==> config.mk <==
export PLATFORM = sky130hd
export DESIGN_NAME = risk_gate_param
export DESIGN_NICKNAME = d
export VERILOG_FILES = /design/src/rtl/risk_gate_param.sv
export SDC_FILE = /design/constraint.sdc
export NUM_CORES = 2
export LEC_CHECK = 0
export ABC_CLOCK_PERIOD_IN_PS = 10700
export CAP_MARGIN = 10
export CORE_MARGIN = 2
export CORE_UTILIZATION = 25
export DETAILED_ROUTE_END_ITERATION = 10
export GPL_TIMING_DRIVEN = 0
export PLACE_DENSITY = 0.49
export SYNTH_ARGS = -nofsm -noshare
export SYNTH_HDL_FRONTEND = slang
export SYNTH_SLANG_ARGS = --single-unit
export TNS_END_PERCENT = 5
==> constraint.sdc <==
create_clock -name clk -period 10.7 [get_ports clk]
set_input_delay 2.14 -clock clk [delete_from_list [all_inputs] [get_ports clk]]
set_output_delay 2.14 -clock clk [all_outputs]
set_load 0.005 [all_outputs]
==> src/rtl/risk_gate_param.sv <==
// Pre-trade risk gate: per-client exposure/limit tables, order check and forward, exchange credits.
// Define RISK_STATS_EN to build saturating accepted/rejected order counters; otherwise both read 0.
module risk_gate_param #(
  parameter int unsigned CLIENT_BITS = 5,
  parameter int unsigned AMT_W       = 16,
  parameter int unsigned EXP_W       = 32
) (
  input  logic                   clk,
  input  logic                   HRESETn,
  input  logic                   cpu_valid,
  output logic                   cpu_ready,
  input  logic [CLIENT_BITS-1:0] cpu_client_id,
  input  logic                   cpu_new_max,
  input  logic [AMT_W-1:0]       cpu_amount,
  input  logic [EXP_W-1:0]       cpu_limit,
  input  logic                   exch_valid,
  input  logic [CLIENT_BITS-1:0] exch_client_id,
  input  logic [AMT_W-1:0]       exch_amount,
  output logic                   ord_valid,
  input  logic                   ord_ready,
  output logic [CLIENT_BITS-1:0] ord_client_id,
  output logic [AMT_W-1:0]       ord_amount,
  output logic                   rej_valid,
  output logic [CLIENT_BITS-1:0] rej_client_id,
  output logic [15:0]            stat_accepted,
  output logic [15:0]            stat_rejected
);
  localparam int unsigned NUM_CLIENTS = 2**CLIENT_BITS;

  typedef enum logic [1:0] {IDLE, CHECK, SEND, REJ} state_t;
  state_t state, next_state;

  logic [EXP_W-1:0]       exposure [NUM_CLIENTS];
  logic [EXP_W-1:0]       limit    [NUM_CLIENTS];
  logic [CLIENT_BITS-1:0] lat_id;
  logic [AMT_W-1:0]       lat_amount;
  logic [EXP_W-1:0]       lat_limit;
  logic                   lat_new_max;

  logic                   accept;
  logic [EXP_W-1:0]       credit_ext, credit_base, credit_exp, eff_exp;
  logic [EXP_W:0]         sum;
  logic                   pass;

  assign accept        = cpu_valid && cpu_ready;
  assign ord_client_id = lat_id;
  assign ord_amount    = lat_amount;

  // A credit to the client under check is folded in before the limit test, so it is never lost.
  always_comb begin
    credit_ext  = {{(EXP_W-AMT_W){1'b0}}, exch_amount};
    credit_base = exposure[exch_client_id];
    credit_exp  = (credit_base > credit_ext) ? credit_base - credit_ext : '0;
    eff_exp     = (exch_valid && exch_client_id == lat_id) ? credit_exp : exposure[lat_id];
    sum         = {1'b0, eff_exp} + {{(EXP_W+1-AMT_W){1'b0}}, lat_amount};
    pass        = !sum[EXP_W] && (sum[EXP_W-1:0] <= limit[lat_id]);
  end

  always_ff @(posedge clk or negedge HRESETn) begin
    if (!HRESETn) state <= IDLE;
    else          state <= next_state;
  end

  always_comb begin
    next_state    = state;
    cpu_ready     = 1'b0;
    ord_valid     = 1'b0;
    rej_valid     = 1'b0;
    rej_client_id = '0;
    case (state)
      IDLE: begin
        cpu_ready = 1'b1;
        if (cpu_valid) next_state = CHECK;
      end
      CHECK: next_state = lat_new_max ? IDLE : (pass ? SEND : REJ);
      SEND: begin
        ord_valid = 1'b1;
        if (ord_ready) next_state = IDLE;
      end
      REJ: begin
        rej_valid     = 1'b1;
        rej_client_id = lat_id;
        next_state    = IDLE;
      end
      default: next_state = IDLE;
    endcase
  end

  // The CHECK write follows the credit write so a passing same-client order keeps the credited sum.
  always_ff @(posedge clk or negedge HRESETn) begin
    if (!HRESETn) begin
      for (int unsigned i = 0; i < NUM_CLIENTS; i++) begin
        exposure[i] <= '0;
        limit[i]    <= '0;
      end
      lat_id      <= '0;
      lat_amount  <= '0;
      lat_limit   <= '0;
      lat_new_max <= 1'b0;
    end else begin
      if (accept) begin
        lat_id      <= cpu_client_id;
        lat_amount  <= cpu_amount;
        lat_limit   <= cpu_limit;
        lat_new_max <= cpu_new_max;
      end
      if (exch_valid) exposure[exch_client_id] <= credit_exp;
      if (state == CHECK) begin
        if (lat_new_max) limit[lat_id]    <= lat_limit;
        else if (pass)   exposure[lat_id] <= sum[EXP_W-1:0];
      end
    end
  end

`ifdef RISK_STATS_EN
  logic [15:0] acc_cnt, rej_cnt;

  always_ff @(posedge clk or negedge HRESETn) begin
    if (!HRESETn) begin
      acc_cnt <= '0;
      rej_cnt <= '0;
    end else begin
      if (state == SEND && ord_ready && acc_cnt != '1) acc_cnt <= acc_cnt + 16'd1;
      if (state == REJ && rej_cnt != '1)               rej_cnt <= rej_cnt + 16'd1;
    end
  end

  assign stat_accepted = acc_cnt;
  assign stat_rejected = rej_cnt;
`else
  assign stat_accepted = '0;
  assign stat_rejected = '0;
`endif

endmodule

==> results.md <==
* HPWL after DPL at 451,000 um
* Drt drc at 0
* Max FO, Critical Path at 11
* Max stage delay cell, worst path: nand3b_1
* Clock Skews at 90.9 ps
* Gr ovfl total at 0
* Ys async rst share at 100%
* Post-route clock period utilization at 115%
* Mapped Avg Cell Area at 12.0 sq um
* Synth Register Bits at 2,104
* Num rows at 249
* Global-route wire length before repair at 819,000 um
* Failing checks: max-capacitance violations, max-slew violations, negative setup slack
* Wirelength per Cell at 36.6 um
* Placed inst area at 127,000 sq um
* Tightest Hold Check Type: flop to flop
* Skew-Pair Late Insertion Delay at 970 ps
* Die Area at 468,000 sq um
* GRT Util Overall at 25.1%
* Layout cells sized above 1 at 35.3%
* CTS tree: built
* Most common cell after layout, fill and taps aside: dfrtp_1
* Post-route worst setup slack at -1570 ps
* Final hold viol count at 0
* CTS Buf Count at 263
* Tmin final at 12,270 ps
* Root Driver: clkbuf_16
* Commonest cells after routing, fill and taps aside: dfrtp_1, mux2_2, a21oi_1
* Finished Cell Area at 143,000 sq um
* Crit. End Element: flop
* WL final at 613,000 um
* Synth Flop Type: dfrtp_1
* Synth cell types at 78
* Register area share after synthesis at 45.5%
* Outcome: finished with violations
* I/O pin count at 141
* Slew @ Worst Pin at 1510 ps
* PwrDens at 403 nW/um^2
* Worst Path Required at 11,480 ps
* Critical setup path kind: flop to flop
* Clk sinks at 2,104
* Largest net degree at the start of global routing at 164
* 1st-pass router iterations at 11
* Maximum vdd drop at 0.513 mV
* Vias in the first global route at 92,700
* Rel. slew slack at -0.627%
* Setup tns final at -1,380,480 ps
* Hold path depth at 1
* EDFF count, synth at 0
* R2R cell count at 39
* Leakage at 60.6 nW
* Clock transition at the registers of the reported paths at 60 ps
* RSZ-0062 raised after global routing: yes
* CP max stage delay at 1260 ps
* FF+latch area at 52,700 sq um
* Fmax at 81.5 MHz
* Fin. max-slew vios at 11
* Fillcell total at 47,100
* IO buf count at 107
* Multi-input logic area at 59,700 sq um
* CTS H-tree lvls at 5
* Max-Cap Viols at 1
* Antenna-violating nets left at 0
* Initial antenna violation count at 37
* Core ar. at 460,000 sq um
* Die Y at 684 um
* Setup violators final at 1,025
* Initial Utilization at 25.1%
* Post-Syn Instances at 9,620
* Via density at 5.75
* Area grow syn2layout at 23.3%
* Crit start category: flop
* Final #Nets at 10,500
* Die Span X at 684 um
* Yosys warning count at 0
* CTS max path bufs at 4
* Area of the mapped netlist at 116,000 sq um
* Routability-driven placement congestion ratio at 1.03
* Cts-stage hold buffer count at 0
* Worst Path Arrival at 13,060 ps
* Vias at 96,400
* Initial DRC Count at 13,300
[repair_timing]
| item | in CTS | in global routing |
|---|---|---|
| resized for setup | 714 | 409 |
| endpoints found under the setup margin | 1026 | 1025 |
| pin swaps | 132 | 228 |
| cloned | 13 | 23 |
| buffers inserted | 197 | 73 |
[Yosys cell counts (23+ instances only)]
cell | number | share of area [%]
dfrtp_1 | 2104 | 46
mux2_2 | 1112 | 11
a21oi_1 | 1027 | 4.4
nor2_1 | 964 | 3.1
clkbuf_1 | 833 | 2.7
mux4_2 | 640 | 12
a211oi_2 | 435 | 4.7
mux2i_1 | 422 | 3.7
a211oi_1 | 342 | 2.2
o22ai_1 | 247 | 1.3
a22oi_1 | 182 | 1.2
nand2_1 | 172 | 0.56
o21ai_0 | 112 | 0.48
buf_1 | 95 | 0.31
and3_1 | 89 | 0.48
buf_6 | 79 | 0.77
nand3_1 | 67 | 0.29
buf_2 | 64 | 0.28
ha_1 | 64 | 0.69
buf_4 | 57 | 0.37
inv_1 | 57 | 0.18
nor4_1 | 51 | 0.28
nand4_1 | 36 | 0.19
xor2_1 | 29 | 0.22
and4_1 | 28 | 0.21
xnor2_1 | 28 | 0.21
nor3_1 | 27 | 0.12
a21o_1 | 26 | 0.17
o21ai_1 | 25 | 0.11
a2111oi_4 | 24 | 0.57
nand2b_1 | 23 | 0.12
[logic make-up after synthesis]
kind of cell               count (synthesis)  share of synthesized area (%)
AOI/OAI and AO/OA                       2497                           15.8
xor gates and xnor gates                  58                          0.446
adders and majority gates                 66                          0.727
buffers and inverters                   1189                           4.65
DFF                                     2104                           45.5
muxes                                   2174                           26.9
other                                      1                        0.00324
and+or+nand+nor                         1531                           5.95
[stage by stage]
stage | worst slack, ps | util (%) | power, W | hold slack, ps | cells
floorplan | -247 | - | 0.0280 | 475 | 9651
CTS | -1110 | 30.5 | 0.0551 | 503 | 16600
detailed placement | -9540 | 27.5 | 0.0423 | 490 | 16000
global placement | -98730 | 27.2 | 0.0421 | 483 | 15900
finish | -1570 | 31.0 | 0.0576 | 499 | 16700
global route | -1240 | 31.0 | 0.0584 | 509 | 16700
[layout make-up]
cell class	count	area share (%)
Multi-Input combinational cell	6358	41.8
Inverter	58	0.171
Sequential cell	2104	36.9
Clock inverter	76	0.803
Timing Repair Buffer	482	4.13
Clock buffer	383	5.35
Tap cell	6149	5.39
Buffer	1109	5.39
Antenna cell	27	0.0474
[worst paths after layout]
| kind | startpoint | endpoint | slack [ps] |
|---|---|---|---|
| worst max-delay path | ord_client_id[2] | exposure[777] | -1570 |
| worst min-delay path | limit[301] | limit[301] | 500 |
| worst max register to register | ord_client_id[2] | exposure[777] | -1570 |
| worst min register to register | limit[301] | limit[301] | 500 |
| max in group asynchronous | HRESETn | exposure[280] | 5290 |
| min in group asynchronous | HRESETn | limit[348] | 1030 |
[worst max-delay path: cells and delay by family (launching register included)]
kind,cells,cell delay (ps)
adders and majority gates,2,620
and+or+nand+nor,9,3050
DFF,1,390
AOI/OAI and AO/OA,13,2730
xor gates and xnor gates,1,290
buffers and inverters,14,4900
[routing by layer]
metal  GRT usage, %  part of all wire, %  vias to the layer above
met2           37.4                   43                     6021
met3           9.47                   12                     1597
li1               -                    -                    37800
met4           12.8                  6.5                       14
met1           31.7                   39                    51000
met5              0                0.051                        -
[state kept, by name (all words and copies together), names as in the netlist]
signal         flops
state              2
limit           1024
lat_limit         32
ord_client_id      5
ord_amount        16
lat_new_max        1
exposure        1024
[report_power, final]
part | internal, W | switching [W]
clock | 0.00541 | 0.00399
sequential | 0.0108 | 0.00259
combinational | 0.0112 | 0.0235
total | 0.0274 | 0.0301
No activity file was read; power rests on OpenSTA's default activity.
